File: config.mk
export PLATFORM = sky130hd
export DESIGN_NAME = imem_prefetch
export DESIGN_NICKNAME = d
export VERILOG_FILES = /design/src/rtl/imem_prefetch_pkg.sv /design/src/rtl/imem_prefetch_fifo.sv /design/src/rtl/imem_prefetch.sv
export SDC_FILE = /design/constraint.sdc
export NUM_CORES = 1
export LEC_CHECK = 0
export BUFFER_PORTS_ARGS = -buffer_cell sky130_fd_sc_hd__buf_2
export CAP_MARGIN = 20
export CORE_MARGIN = 3
export CORE_UTILIZATION = 50
export DETAILED_ROUTE_END_ITERATION = 6
export GPL_TIMING_DRIVEN = 0
export PLACE_DENSITY = 0.67
export SYNTH_ARGS = -nofsm -noshare
export SYNTH_HDL_FRONTEND = slang
export SYNTH_SLANG_ARGS = --single-unit
File: constraint.sdc
create_clock -name clk_i -period 5.6 [get_ports clk_i]
set_clock_uncertainty 0.2 [all_clocks]
set_input_delay 0.84 -clock clk_i [delete_from_list [all_inputs] [get_ports clk_i]]
set_output_delay 0.84 -clock clk_i [all_outputs]
set_load 0.005 [all_outputs]
File: src/rtl/imem_prefetch_pkg.sv
// Shared types and helpers for the sequential instruction prefetch buffer.
package imem_prefetch_pkg;

    localparam int XLEN = 32;
    localparam logic [XLEN-1:0] WORD_BYTES = 32'd4;

    typedef enum logic [1:0] {
        IDLE,
        RUN,
        DRAIN
    } pf_state_e;

    typedef struct packed {
        logic [XLEN-1:0] tag;
        logic [XLEN-1:0] data;
    } pf_entry_t;

    // Widened to 33 bits so a region ending at the top of memory cannot wrap.
    function automatic logic in_region(input logic [XLEN-1:0] addr,
                                       input logic [XLEN-1:0] base,
                                       input logic [XLEN:0]   size);
        logic [XLEN:0] a;
        logic [XLEN:0] lo;
        a  = {1'b0, addr};
        lo = {1'b0, base};
        return (a >= lo) && (a < lo + size);
    endfunction

endpackage

File: src/rtl/imem_prefetch_fifo.sv
// Prefetch FIFO of tagged instruction words with flush and a combinational head.
module pf_fifo
    import imem_prefetch_pkg::*;
#(
    parameter int DEPTH = 4
) (
    input  logic                     clk,
    input  logic                     rst,
    input  logic                     push,
    input  logic                     pop,
    input  logic                     flush,
    input  pf_entry_t                push_entry,
    output pf_entry_t                head,
    output logic [$clog2(DEPTH):0]   count
);

    localparam int AW = $clog2(DEPTH);
    localparam int CW = AW + 1;

    pf_entry_t     mem [DEPTH];
    logic [AW-1:0] wr_ptr;
    logic [AW-1:0] rd_ptr;

    always_ff @(posedge clk or posedge rst) begin
        if (rst) begin
            wr_ptr <= '0;
            rd_ptr <= '0;
            count  <= '0;
        end else if (flush) begin
            wr_ptr <= '0;
            rd_ptr <= '0;
            count  <= '0;
        end else begin
            if (push) wr_ptr <= wr_ptr + AW'(1);
            if (pop)  rd_ptr <= rd_ptr + AW'(1);
            count <= count + CW'(push) - CW'(pop);
        end
    end

    // NOTE: storage is deliberately not reset; count alone decides which entries are valid.
    always_ff @(posedge clk) begin
        if (push && !flush) mem[wr_ptr] <= push_entry;
    end

    assign head = mem[rd_ptr];

endmodule

File: src/rtl/imem_prefetch.sv
// Sequential instruction prefetcher: streams words ahead of the core, redirects on branches.
module imem_prefetch
    import imem_prefetch_pkg::*;
#(
    parameter int              DEPTH       = 4,
    parameter logic [XLEN-1:0] REGION_BASE = 32'h0000_0000,
    parameter logic [XLEN:0]   REGION_SIZE = 33'd4096
) (
    input  logic            clk_i,
    input  logic            rst_i,
    input  logic            cpu_re_i,
    input  logic [XLEN-1:0] cpu_add_i,
    output logic [XLEN-1:0] cpu_data_o,
    output logic            cpu_valid_o,
    output logic            mem_re_o,
    output logic [XLEN-1:0] mem_add_o,
    input  logic [XLEN-1:0] mem_data_i,
    input  logic            mem_valid_i
);

    localparam int CW = $clog2(DEPTH) + 1;

    pf_state_e       state, state_next;
    logic [XLEN-1:0] next_add, next_add_nx;
    logic [XLEN-1:0] target, target_nx;
    logic            mem_re_nx;
    logic [XLEN-1:0] mem_add_nx;

    pf_entry_t       head;
    logic [CW-1:0]   count;
    logic [CW-1:0]   occupancy;
    logic [XLEN-1:0] expected;
    logic            hit, miss, push, flush, slot_free, demand;

    pf_fifo #(.DEPTH(DEPTH)) u_fifo (
        .clk        (clk_i),
        .rst        (rst_i),
        .push       (push),
        .pop        (hit),
        .flush      (flush),
        .push_entry ({mem_add_o, mem_data_i}),
        .head       (head),
        .count      (count)
    );

    assign expected  = (count != '0) ? head.tag : (mem_re_o ? mem_add_o : next_add);
    assign hit       = cpu_re_i && (count != '0) && (head.tag == cpu_add_i);
    assign miss      = cpu_re_i && (cpu_add_i != expected);
    assign slot_free = !mem_re_o || mem_valid_i;
    // Words already owned (buffered or in flight) once this cycle's pop retires.
    assign occupancy = count + CW'(mem_re_o) - CW'(hit);
    // Empty buffer, nothing in flight: the core's own address is fetched even outside the region.
    assign demand    = cpu_re_i && (count == '0) && !mem_re_o;

    assign cpu_valid_o = hit;
    assign cpu_data_o  = hit ? head.data : '0;

    // NOTE: every output of this block gets a default first so no latch is inferred.
    always_comb begin
        state_next  = state;
        next_add_nx = next_add;
        target_nx   = target;
        mem_re_nx   = mem_re_o && !mem_valid_i;
        mem_add_nx  = mem_add_o;
        push        = 1'b0;
        flush       = 1'b0;
        unique case (state)
            IDLE: begin
                if (cpu_re_i) begin
                    mem_re_nx   = 1'b1;
                    mem_add_nx  = cpu_add_i;
                    next_add_nx = cpu_add_i + WORD_BYTES;
                    state_next  = RUN;
                end
            end
            RUN: begin
                if (miss) begin
                    flush = 1'b1;
                    if (slot_free) begin
                        mem_re_nx   = 1'b1;
                        mem_add_nx  = cpu_add_i;
                        next_add_nx = cpu_add_i + WORD_BYTES;
                    end else begin
                        target_nx  = cpu_add_i;
                        state_next = DRAIN;
                    end
                end else begin
                    push = mem_valid_i;
                    if (slot_free && (demand || ((occupancy < CW'(DEPTH)) &&
                        in_region(next_add, REGION_BASE, REGION_SIZE)))) begin
                        mem_re_nx   = 1'b1;
                        mem_add_nx  = next_add;
                        next_add_nx = next_add + WORD_BYTES;
                    end
                end
            end
            DRAIN: begin
                if (mem_valid_i) begin
                    mem_re_nx   = 1'b1;
                    mem_add_nx  = target;
                    next_add_nx = target + WORD_BYTES;
                    state_next  = RUN;
                end
            end
            default: state_next = IDLE;
        endcase
    end

    always_ff @(posedge clk_i or posedge rst_i) begin
        if (rst_i) begin
            state     <= IDLE;
            next_add  <= '0;
            target    <= '0;
            mem_re_o  <= 1'b0;
            mem_add_o <= '0;
        end else begin
            state     <= state_next;
            next_add  <= next_add_nx;
            target    <= target_nx;
            mem_re_o  <= mem_re_nx;
            mem_add_o <= mem_add_nx;
        end
    end

endmodule

# --- After elaboration in Yosys (flattened, before gate mapping) ---
# Memory sizes are Yosys's and may differ from the RTL's.
# Cells that the tools add are included.
totals:
  inputBits: 68
  ram_bits: 256
  n_memories: 1
  reg_bits: 106
op_classes:
  n_addsub: 9
  n_mux: 37
  bitwise_logic: 1
  n_reduce_logical: 23
  magnitude_cmp: 2
  n_eq_ne: 10
mem_list:
  columns: ["name", "words", "width", "read_ports", "rd_clocked_by_memory_dff", "write_ports", "line", "rtl"]
  rows:
  - ["u_fifo.mem", 4, 64, 1, 0, 1, "imem_prefetch_fifo.sv:20", "pf_entry_t mem [DEPTH];"]
op_table:
  columns: ["operator", "count"]
  rows:
  - ["$mux 32", 13]
  - ["$pmux 32 s3", 2]
  - ["$add 32x3->32 const B", 3]
  - ["$eq 32x32->1", 1]
  - ["$lt 32x13->1 const B", 1]
  - ["$ne 32x32->1", 1]
  - ["$mux 2", 8]
  - ["$mux 1", 11]
  - ["$logic_and 1x1->1", 9]
  - ["$ne 2x2->1 const B", 4]
  - ["$add 3x1->3", 2]
  - ["$ne 3x3->1 const B", 2]
  - ["$pmux 2 s3", 1]
  - ["$reduce_bool 3->1", 2]
  - ["$sub 3x1->3", 2]
  - ["$reduce_and 5->1", 1]
  - ["$add 2x1->2 const B", 2]
  - ["$reduce_and 4->1", 1]
  - ["$reduce_bool 2->1", 2]
  - ["$logic_not 1->1", 3]
  - ["$logic_not 3->1", 1]
  - ["$lt 3x3->1 const B", 1]
  - ["$mux 3", 1]
  - ["$pmux 1 s3", 1]
  - ["6 further kinds", 7]

# --- Depth between registers and ports, before layout ---
# Gate-level depths: netlist (run 1).
logic_depth:
  depth_word: 11
  mapped_depth: 24
  mapped_depth_nobuf: 17

# --- Hierarchy ---
# Synthesis (run 1) repeated with hierarchy kept, for this count alone.
hier_totals:
  hier_cells: 1348
  hier_area_um2: 17829.6
modules_own_cells:
  columns: ["module", "instances", "seq_area_each_um2", "area_per_inst_um2", "cells_per_inst"]
  rows:
  - ["pf_fifo", 1, 7862.5, 9691.8, 373]
  - ["imem_prefetch", 1, 2477.4, 8137.8, 975]

# --- Worst setup path after synthesis (run 1) ---
# No wires, ideal clock.
synth_path:
  kind: "reg2reg"
  start: "register u_fifo.rd_ptr[0]"
  end: "register next_add[29]"
  path_buffers: 5
  t_arrival_ns: 4.930
  setup_time_ns: 0.126
  period_less_slack_ns: 5.256
  path_slack_ns: 0.344
  stages_incl_launch_ff: 23
  path_cell_list: "dfrtp_1 > buf_6 > buf_6 > buf_4 > mux4_2 > xnor2_1 > nand2_1 > or4_1 > nor3_1 > nand4b_1 > clkbuf_1 > inv_1 > ha_1 > inv_1 > ha_1 > a31oi_1 > xnor2_1 > nor3_1 > nor4_2 > o32ai_1 > buf_2 > o21ai_0 > a221o_1"
synth_between:
  elab_chain_len: 10
synth_rtl:
  columns: ["element", "line", "rtl"]
  rows:
  - ["start, declared", "imem_prefetch_fifo.sv:22", "logic [AW-1:0] rd_ptr;"]
  - ["start signal, assigned", "imem_prefetch_fifo.sv:35", "if (pop) rd_ptr <= rd_ptr + AW'(1);"]
  - ["$mem_v2 4x64", null, null]
  - ["$eq 32x32->1", "imem_prefetch.sv:47", "assign hit = cpu_re_i && (count != '0) && (head.tag == cpu_add_i);"]
  - ["$logic_and 1x1->1", "imem_prefetch.sv:47", null]
  - ["via cpu_valid_o", "imem_prefetch.sv:14", "output logic cpu_valid_o,"]
  - ["$sub 3x1->3", "imem_prefetch.sv:51", "assign occupancy = count + CW'(mem_re_o) - CW'(hit);"]
  - ["$lt 3x3->1", "imem_prefetch.sv:89", "if (slot_free && (demand || ((occupancy < CW'(DEPTH)) &&"]
  - ["$logic_and 1x1->1", "imem_prefetch.sv:89", null]
  - ["$logic_or 1x1->1", "imem_prefetch.sv:89", null]
  - ["$logic_and 1x1->1", "imem_prefetch.sv:89", null]
  - ["$ne 3x3->1 (no source line)", null, null]
  - ["$reduce_and 5->1 (no source line)", null, null]
  - ["end signal, assigned", "imem_prefetch.sv:118", "next_add <= next_add_nx;"]
  - ["end, declared", "imem_prefetch.sv:24", "logic [XLEN-1:0] next_add, next_add_nx;"]
# The timed path passes the listed nets, and every way through them passes these cells.
# A chain may end at the register's enable or synchronous reset.

# --- Final worst setup path (run 1) ---
layout_path:
  start: "register u_fifo.rd_ptr[0]"
  end: "register next_add[29]"
layout_between:
  elab_chain_len: 10
layout_rtl:
  columns: ["element", "line"]
  rows:
  - ["$mem_v2 4x64 (*)", null]
  - ["$eq 32x32->1", "imem_prefetch.sv:47"]
  - ["$logic_and 1x1->1", "imem_prefetch.sv:47"]
  - ["$sub 3x1->3", "imem_prefetch.sv:51"]
  - ["$lt 3x3->1", "imem_prefetch.sv:89"]
  - ["$logic_and 1x1->1", "imem_prefetch.sv:89"]
  - ["$logic_or 1x1->1", "imem_prefetch.sv:89"]
  - ["$logic_and 1x1->1", "imem_prefetch.sv:89"]
  - ["$ne 3x3->1 (no source line)", null]
  - ["$reduce_and 5->1 (no source line)", null]
# Mark *: on every way between the ends. The rest lies on a longest branch, timed or not.

==> out/metrics.yaml, run 1 <==
nets: 1569
worst_setup_path_end_kind: "flip-flop"
synth_cell_types: 66
start_util_pct: 50.8
grt-ovfl-total: 0
yosysTopAreaCell: "edfxtp_1"
synth_warnings: 0
p_seq_share_pct: 41.7
dpl.hpwl_mm: 36.4
area_growth_pct: 15.9
worstPathRequired_ps: 5800
netlist_area_sq_um: 17600
synthCells: 1321
routed_wl_mm: 51.6
coreArea_sq_um: 34600
layout-drive-gt1-share_pct: 21.9
fp.dieArea_sq_um: 37500
cts.sinks: 362
crit_end: "next_add[29]"
min_period_over_period_pct: 95.3
hold_viol_final: 0
maxCapViolCount: 0
final_cell_mix: "edfxtp_1, buf_2, dfrtp_1, nor2_1, xnor2_1"
crit_start: "u_fifo.rd_ptr[0]"
reg2reg_depth: 22
die_h_um: 194
portBuffers: 108
cp.arrival_ps: 5540
synth.ff_latch_count: 362
synth_enable_flop_cells: 256
finalSetupViolCount: 0
dr.pass1.iters: 7
htreeDepth: 2
grt_max_degree: 63
final_common_cell: "edfxtp_1"
critical_path_class: "reg -> reg"
r2r-end: "next_add[29]"
cts.clk_slew.worst_paths_ps: 60
relSlewSlack_pct: 29.5
p_per_area_nw_per_um2: 506
p_leak_nw: 7.31
hold_path.class: "in -> async"
reg2reg_from: "u_fifo.rd_ptr[0]"
viasPerCell: 6.23
switching_power_mw: 3.87
ant_nets: 0
reg2reg_slack_ps: 260
drt_iter0_markers: 1350
post-route-util_pct: 58.9
wl_per_cell_um: 26.2
slowest_stage: "mux4_2"
min_period_ps: 5340
cp.buffers_inverters: 7
status: "finished, violations left"
io_pins: 134
path_cells: "buf_12, buf_6, mux4_2, xnor2_1, nand2_1, or4_1, nor3_2, nand4b_1, clkbuf_8, inv_2, ha_4, inv_1, ha_1, a31oi_4, xnor2_2, nor3_2, buf_4, nor2_1, o32ai_4, buf_6, o21ai_0, a221o_1"
ys_seq_area_share_pct: 58.8
grt_pass1_wl_mm: 77.7
path_delay_family: "simple AND/OR/NAND/NOR gates"
cts_buffers: 39
worst_pin_slew_ps: 1050
avgSynthCellArea_sq_um: 13.3
diodes: 0
place.gp.congestion: 0.955
row_count: 68
p_clk_share_pct: 24.6
synth_top_area_share_pct: 43.7
slowest_delay_ps: 540
postPlaceCellArea_sq_um: 18800
p_sw_share_pct: 37.6
grt_use_total_pct: 27.1
rsz0062_at_grt: "no"
intPower_mw: 6.44
num_vias: 12300
tritoncts: "built"
clock_latency_ps: 540
final_max_slew_viol_count: 0
antenna_found_initial: 0
start_kind: "flip-flop"
pwr-share-comb_pct: 33.7
crit_path_max_fanout: 10
violations: "DRC"
cts_hold_buf: 0
drc_errors: 28
synth_nets: 1404
grt_pass1_vias: 12200
peakVddDrop_mv: 0.326
synth_flop_cell: "edfxtp_1"
path_depth: 22
die_w_um: 194
async_flop_share_pct: 29.3
synthTopCellsByArea: "edfxtp_1, dfrtp_1, mux4_2"
design_area_sq_um: 20400
clk_path_buf_depth: 3
fmax_mhz: 187
root_buffer: "clkbuf_16"
-- stage by stage --
step / worst slack [ps] / instances / hold WS [ps] / setup TNS [ps] / power [mW]
finish: 264 / 1969 / 270 / 0 / 10.3
global route: 47.0 / 1969 / 308 / 0 / 10.8
CTS: 1.06 / 1963 / 298 / 0 / 10.1
detailed placement: -1370 / 1889 / 285 / -75430 / 7.57
global placement: -1780 / 1884 / 276 / -527930 / 7.50
floorplan: 344 / 1321 / 265 / 0 / 6.24
-- power groups by stage --
stage / Clock [mW] / Sequential [mW] / Combinational, mW
finish: 2.54 / 4.31 / 3.47
global route: 2.69 / 4.35 / 3.74
CTS: 2.58 / 4.26 / 3.30
detailed placement: 0 / 4.32 / 3.26
global placement: 0 / 4.30 / 3.20
floorplan: 0 / 4.00 / 2.24
-- area by class of cell --
cell class | instances | area [sq um]
Timing Repair Buffer | 124 | 753
Clock inverter | 16 | 199
Inverter | 29 | 111
Buffer | 100 | 557
Clock buffer | 53 | 1060
Fill cell | 2771 | 14200
Multi-Input combinational cell | 830 | 6800
Tap cell | 455 | 569
Sequential cell | 362 | 10300
-- state kept, by name (all words and copies together), names as in the netlist --
register / count
mem_re_o: 1
u_fifo.rd_ptr: 2
state: 2
next_add: 32
target: 32
u_fifo.wr_ptr: 2
u_fifo.count: 3
mem_add_o: 32
u_fifo.mem: 256
-- kinds of logic after synthesis --
family / count (synthesis) / synth area share (%)
AO/OA/AOI/OAI: 209 / 8.55
XOR/XNOR: 132 / 6.57
adder cells (fa/ha/maj): 15 / 1.11
buffers and inverters: 130 / 3.26
flip-flops: 362 / 58.8
multiplexers: 140 / 12.3
AND/OR/NAND/NOR: 333 / 9.45
-- layer usage --
layer  wire (um)  vias up  GRT usage [%]
met2       24500      653           43.6
li1            -     5350              -
met5           0        -              0
met4        2150        0           10.1
met3        4420      125           4.09
met1       20500     6147           37.8
-- Yosys cell counts, types with 3 or more instances --
master,instances
o22ai_1,10
mux2i_1,48
xnor2_1,93
nand2b_1,5
a2bb2oi_1,3
and3_1,26
or2_2,5
a31oi_1,4
ha_1,14
o211ai_1,4
or4_1,3
nor2_1,100
a22oi_1,9
or3_1,5
a21o_1,3
nand4_1,12
mux2_1,4
mux4_2,57
o2bb2ai_1,6
o21ai_0,29
and2_1,8
nor3b_1,3
nor2b_1,40
buf_2,23
o22a_1,3
nand2_1,47
a21oi_1,56
nor4_1,12
buf_1,4
clkbuf_1,61
a211oi_1,4
nand3_1,49
dfrtp_1,106
a222oi_1,30
mux2_2,31
nor3_1,13
xor2_1,39
a221oi_1,17
buf_4,11
a22o_1,8
inv_1,29
edfxtp_1,256
-- worst min path at each step --
stage,slack (ps),endpoint,cells past startpoint,startpoint
3_5_place_dp,290,target[1],1,target[1]
6_report,270,target[7],2,rst_i
2_1_floorplan,260,target[0],1,target[0]
4_1_cts,300,mem_add_o[8],2,rst_i
5_1_grt,310,u_fifo.mem[3][31],1,mem_data_i[31]
3_3_place_gp,280,target[1],1,target[1]
-- what timing repair did --
action                     CTS  global route
setup endpoints to repair   67           181
gates resized for setup     21            33
setup buffers                5             5
pin swaps                    2             4
cloned                       0             2
No activity file was read; power rests on OpenSTA's default activity.
==> inputs of run 2 (changes only) <==
--- a/config.mk
+++ b/config.mk
@@ -7,7 +7,7 @@
 export LEC_CHECK = 0
 export BUFFER_PORTS_ARGS = -buffer_cell sky130_fd_sc_hd__buf_2
 export CAP_MARGIN = 20
-export CORE_MARGIN = 3
+export CORE_MARGIN = 10
 export CORE_UTILIZATION = 50
 export DETAILED_ROUTE_END_ITERATION = 6
 export GPL_TIMING_DRIVEN = 0
==> run 2 against run 1 <==
The run still ends with DRC left; maximum frequency fell by 1.7%; flip-flop and latch count did not move; register-to-register slack worse by 90 ps; clock power is 5% lower; non-clock buffer count grew 7; final area fell by 0.27%; global-route usage shrank 3.3 points; count of clock-buffer cells in the layout increased by 8; via count shrank 0.61%; die area is 15% higher; critical endpoint is now next_add[13].
==> out/metrics.yaml, run 2 (synthesized netlist as in run 1, its figures left out) <==
p_per_area_nw_per_um2: 500  # -1.2%
fp.dieArea_sq_um: 43100  # +15%
hold_viol_final: 0  # unchanged
die_h_um: 208  # +7.2%
num_vias: 12200  # -0.61%
cts_buffers: 39  # unchanged
root_buffer: "clkbuf_16"
dr.pass1.iters: 7  # unchanged
p_clk_share_pct: 23.7  # -0.9 points
htreeDepth: 2  # unchanged
nets: 1575  # +0.38%
final_cell_mix: "edfxtp_1, buf_2, dfrtp_1, nor2_1, xnor2_1"
min_period_ps: 5430  # +90.6 ps
maxCapViolCount: 0  # unchanged
tritoncts: "built"
worst_pin_slew_ps: 988  # -61.3 ps
path_cells: "buf_12, buf_12, mux4_2, xor2_1, nor4_1, nand4b_1, clkbuf_8, inv_2, ha_2, inv_1, ha_1, a31oi_1, xnor2_1, nor3_2, buf_4, nor2_1, o32a_2, buf_6, a221oi_2, a31oi_1"
clock_latency_ps: 540  # about the same
grt_max_degree: 64  # +1.6%
grt_pass1_vias: 12200  # +0.17%
wl_per_cell_um: 26.7  # +1.9%
p_leak_nw: 7.30  # -0.13%
worstPathRequired_ps: 5800  # about the same
intPower_mw: 6.29  # -2.3%
cts_hold_buf: 0  # unchanged
r2r-end: "next_add[13]"
final_max_slew_viol_count: 0  # unchanged
coreArea_sq_um: 34600  # unchanged
largest_reg_flops: 256  # unchanged
cp.arrival_ps: 5630  # +90 ps
ant_nets: 0  # unchanged
die_w_um: 208  # +7.2%
crit_start: "u_fifo.rd_ptr[0]"
finalSetupViolCount: 0  # unchanged
p_seq_share_pct: 42.3  # +0.6 points
routed_wl_mm: 52.8  # +2.3%
antenna_found_initial: 1  # +1
area_growth_pct: 15.6
peakVddDrop_mv: 0.354  # +8.6%
clk_path_buf_depth: 3  # unchanged
crit_path_max_fanout: 10  # unchanged
status: "finished, violations left"
grt-ovfl-total: 0  # unchanged
relSlewSlack_pct: 33.6  # +4.1 points
place.gp.congestion: 0.958  # +0.25%
row_count: 68  # unchanged
fillCellCount: 2740  # -1.1%
reg2reg_slack_ps: 170  # -90 ps
hold_path.class: "in -> async"
critical_path_class: "reg -> reg"
pwr-share-comb_pct: 34.0  # +0.3 points
grt_use_total_pct: 23.8  # -3.3 points
reg2reg_depth: 20  # -9.1%
dpl.hpwl_mm: 37.8  # +3.8%
cts.clk_slew.worst_paths_ps: 60  # about the same
final_common_cell: "edfxtp_1"
p_sw_share_pct: 38.1  # +0.52 points
post-route-util_pct: 58.7  # -0.16 points
start_util_pct: 50.8  # unchanged
drc_errors: 10  # -64%
cts.sinks: 362  # unchanged
slowest_stage: "nor4_1"
tns_ps: 0  # unchanged
grt_pass1_wl_mm: 78.8  # +1.5%
slowest_delay_ps: 750  # +210 ps
drt_iter0_markers: 1245  # -7.8%
worst_setup_path_end_kind: "flip-flop"
crit_end: "next_add[13]"
regMostFlops: "u_fifo.mem"
layout-drive-gt1-share_pct: 22.0  # +0.097 points
violations: "DRC"
switching_power_mw: 3.87  # about the same
io_pins: 134  # unchanged
min_period_over_period_pct: 96.9  # +1.6 points
fmax_mhz: 184  # -1.7%
viasPerCell: 6.17  # -1.0%
portBuffers: 108  # unchanged
start_kind: "flip-flop"
reg2reg_from: "u_fifo.rd_ptr[0]"
[run 2: layout make-up]
type                    instances  area (sq um)  area share, %
flip-flops and latches        362         10300           50.9
multi-input cells             829          6760           33.2
clock buffers                  61          1120           5.51
repair buffers                130           798           3.93
plain buffers                 101           573           2.82
well taps                     455           569           2.80
inverters                      29           111          0.548
clock inverters                 9          58.8          0.289
diodes                          1          2.50         0.0123
[run 2: through the flow]
step	total power [mW]	hold slack, ps	area [sq um]	cells	setup WS [ps]
after global placement	7.52	276	18700	1884	-1720
after CTS	10.1	194	20200	1965	-6.00
after detailed placement	7.58	304	18800	1889	-1590
after floorplan	6.24	265	17600	1321	344
after global routing	10.6	221	20300	1977	-18.9
final	10.2	172	20300	1977	174
[run 2: how the worst min path moves through the flow]
stage	start	to	slack (ps)	cells after the start
5_1_grt	rst_i	target[2]	220	2
6_report	rst_i	target[2]	170	2
3_5_place_dp	target[0]	target[0]	300	1
2_1_floorplan	target[0]	target[0]	260	1
3_3_place_gp	target[0]	target[0]	280	1
4_1_cts	rst_i	target[2]	190	2
[run 2: timing repair]
action / in CTS / in global routing
cloned: 1 / 0
resized for setup: 32 / 21
pin swaps: 3 / 3
endpoints found under the setup margin: 84 / 95
buffers inserted: 5 / 11
endpoints found under the hold margin: 0 / 0
[run 2: worst max-delay path: cells and delay by family (launching register included)]
kind | cells | cell delay [ps]
buf+inv | 7 | 1060
xor+xnor | 2 | 290
simple gates | 4 | 1330
fa+ha+maj | 2 | 470
mux | 1 | 530
flops | 1 | 390
compound gates | 4 | 1000
[run 2: power by group through the flow]
stage / Sequential (mW) / Clock, mW / Combinational, mW
after global routing: 4.35 / 2.54 / 3.72
final: 4.30 / 2.41 / 3.45
after global placement: 4.30 / 0 / 3.23
after detailed placement: 4.32 / 0 / 3.27
after CTS: 4.27 / 2.43 / 3.37
after floorplan: 4.00 / 0 / 2.24
[run 2: per-layer routing]
layer	vias to the layer above	track usage [%]	part of all wire, %
li1	5356	-	-
met1	6168	31.2	40
met2	561	39.0	49
met3	115	4.29	7.9
met4	0	8.61	3.3
met5	-	0	0
==> inputs of run 3 (changes only) <==
--- a/config.mk
+++ b/config.mk
@@ -11,6 +11,7 @@
 export CORE_UTILIZATION = 50
 export DETAILED_ROUTE_END_ITERATION = 6
 export GPL_TIMING_DRIVEN = 0
+export MAX_ROUTING_LAYER = met4
 export PLACE_DENSITY = 0.67
 export SYNTH_ARGS = -nofsm -noshare
 export SYNTH_HDL_FRONTEND = slang
==> run 3 against run 2 <==
The flow still finishes with violations (DRC); final cell count decreased by 0.56%; flip-flop and latch count unchanged; wire length grew 0.98%; first-iteration DRC count is 9.2% higher; utilization about the same; global-route usage is 0.79 points higher; via count grew 0.57%; register-to-register slack lost 20 ps; combinational power barely moved; clock power is 2% higher; worst setup slack got worse by 21 ps.
==> out/metrics.yaml, run 3 (synthesized netlist as in run 1, its figures left out) <==
design_area_sq_um: 20300  # about the same
place_inst: 1889  # unchanged
multi_input_area_sq_um: 6780  # +0.31%
clock_latency_ps: 540  # about the same
cts_hold_buf: 0  # unchanged
grt_pass1_wl_mm: 79.4  # +0.66%
final_common_cell: "edfxtp_1"
setup_slack_ps: 152  # -21.1 ps
fin_cells: 1966  # -0.56%
io_pins: 134  # unchanged
viasPerCell: 6.24  # +1.1%
critical_path_class: "reg -> reg"
final_max_slew_viol_count: 0  # unchanged
nets: 1567  # -0.51%
num_vias: 12300  # +0.57%
tritoncts: "built"
root_buffer: "clkbuf_16"
ant_nets: 0  # unchanged
grt-ovfl-total: 0  # unchanged
fmax_mhz: 184  # -0.39%
row_count: 68  # unchanged
grt_use_total_pct: 24.6  # +0.79 points
die_h_um: 208  # unchanged
postPlaceCellArea_sq_um: 18900  # about the same
min_period_ps: 5450  # +21.1 ps
grt_pass1_vias: 12200  # +0.12%
dr.pass1.iters: 7  # unchanged
worstPathRequired_ps: 5820  # +20 ps
routed_wl_mm: 53.3  # +0.98%
wl_per_cell_um: 27.1  # +1.5%
regMostFlops: "u_fifo.mem"
antenna_found_initial: 0  # -1
portBuffers: 108  # unchanged
worst_pin_slew_ps: 1000  # +12.7 ps
final_cell_mix: "edfxtp_1, buf_2, dfrtp_1, nor2_1, xnor2_1"
drc_errors: 5  # -5
relSlewSlack_pct: 32.8  # -0.85 points
crit_path_max_fanout: 9  # -1
layout-drive-gt1-share_pct: 21.9  # -0.039 points
worst_setup_path_end_kind: "flip-flop"
cts.sinks: 362  # unchanged
seqCellArea_sq_um: 10300  # about the same
cp.arrival_ps: 5670  # +40 ps
cts_buffers: 38  # -2.6%
coreArea_sq_um: 34600  # unchanged
fp.dieArea_sq_um: 43100  # unchanged
dpl.hpwl_mm: 38.3  # +1.5%
start_kind: "flip-flop"
fillCellCount: 2754  # +0.51%
htreeDepth: 2  # unchanged
violations: "DRC"
status: "finished, violations left"
place.gp.congestion: 0.959  # +0.17%
die_w_um: 208  # unchanged
cts.clk_slew.worst_paths_ps: 60  # about the same
min_period_over_period_pct: 97.3  # +0.38 points
dp_slack_ps: -1510  # +76.3 ps
hold_viol_final: 0  # unchanged
start_util_pct: 50.8  # unchanged
hold_path.class: "in -> async"
grt_max_degree: 70  # +9.4%
p_leak_nw: 7.30  # about the same
peakVddDrop_mv: 0.381  # +7.7%
area_growth_pct: 15.6  # about the same
drt_iter0_markers: 1359  # +9.2%
finalSetupViolCount: 0  # unchanged
maxCapViolCount: 0  # unchanged
largest_reg_flops: 256  # unchanged
tns_ps: 0  # unchanged
clk_path_buf_depth: 3  # unchanged
p_per_area_nw_per_um2: 504  # +0.77%
run 3: metal layers:
| metal | wire [um] | vias up | share of wire [%] | global-route usage, % |
|---|---|---|---|---|
| li1 | - | 5352 | - | - |
| met1 | 21100 | 6201 | 40 | 31.4 |
| met2 | 26100 | 608 | 49 | 39.6 |
| met3 | 4370 | 109 | 8.2 | 3.87 |
| met4 | 1770 | 0 | 3.3 | 8.18 |
| met5 | 0 | - | 0 | - |
run 3: final cells by class:
| type | count | area share (%) |
|---|---|---|
| repair buffers | 123 | 3.71 |
| plain buffers | 100 | 2.78 |
| inverters | 29 | 0.560 |
| diodes | 1 | 0.0123 |
| well taps | 455 | 2.80 |
| flip-flops and latches | 362 | 50.9 |
| clock inverters | 17 | 0.788 |
| multi-input cells | 830 | 33.3 |
| clock buffers | 49 | 5.13 |
run 3: critical path, stage by stage, from the launching register on:
cell	delay, ps
dfrtp_2	420
buf_12	150
buf_4	130
mux4_2	510
xnor2_1	180
nand4_1	140
or4_1	620
nand4b_1	330
clkbuf_8	240
inv_1	140
ha_2	220
inv_1	50
ha_1	270
a31oi_2	220
xnor2_2	120
nor3_4	300
nor2_2	110
o32ai_4	380
buf_6	180
o21ai_0	80
a221o_1	350
run 3: repair_timing:
action,in CTS,in global routing
cloned,0,2
endpoints found under the setup margin,72,246
buffers inserted,3,6
pin swaps,2,3
gates resized for setup,35,19
hold endpoints to repair,0,0
run 3: final timing paths:
| check | start | end | slack, ps | cells after the start |
|---|---|---|---|---|
| worst max-delay path | u_fifo.rd_ptr[0] | next_add[29] | 150 | 20 |
| worst min-delay path | rst_i | target[7] | 100 | 2 |
| worst max register to register | u_fifo.rd_ptr[0] | next_add[29] | 150 | 20 |
| worst min register to register | target[1] | target[1] | 300 | 1 |
| max in group asynchronous | rst_i | u_fifo.rd_ptr[0] | 4350 | 3 |
| min in group clk_i | target[1] | target[1] | 300 | 1 |
run 3: power breakdown:
part	internal (mW)	leakage, nW	switching [mW]	total (mW)
clock network	1.45	0.594	1.02	2.47
logic	1.39	3.12	2.09	3.48
registers	3.54	3.59	0.762	4.30
run 3: metrics by stage:
stage                     hold slack, ps  total power [mW]  utilization (%)
after global placement               274              7.54             54.0
after floorplan                      265              6.24                -
final                               97.9              10.2             58.7
after detailed placement             286              7.60             54.4
after CTS                            110              10.1             58.3
after global routing                 122              10.7             58.7
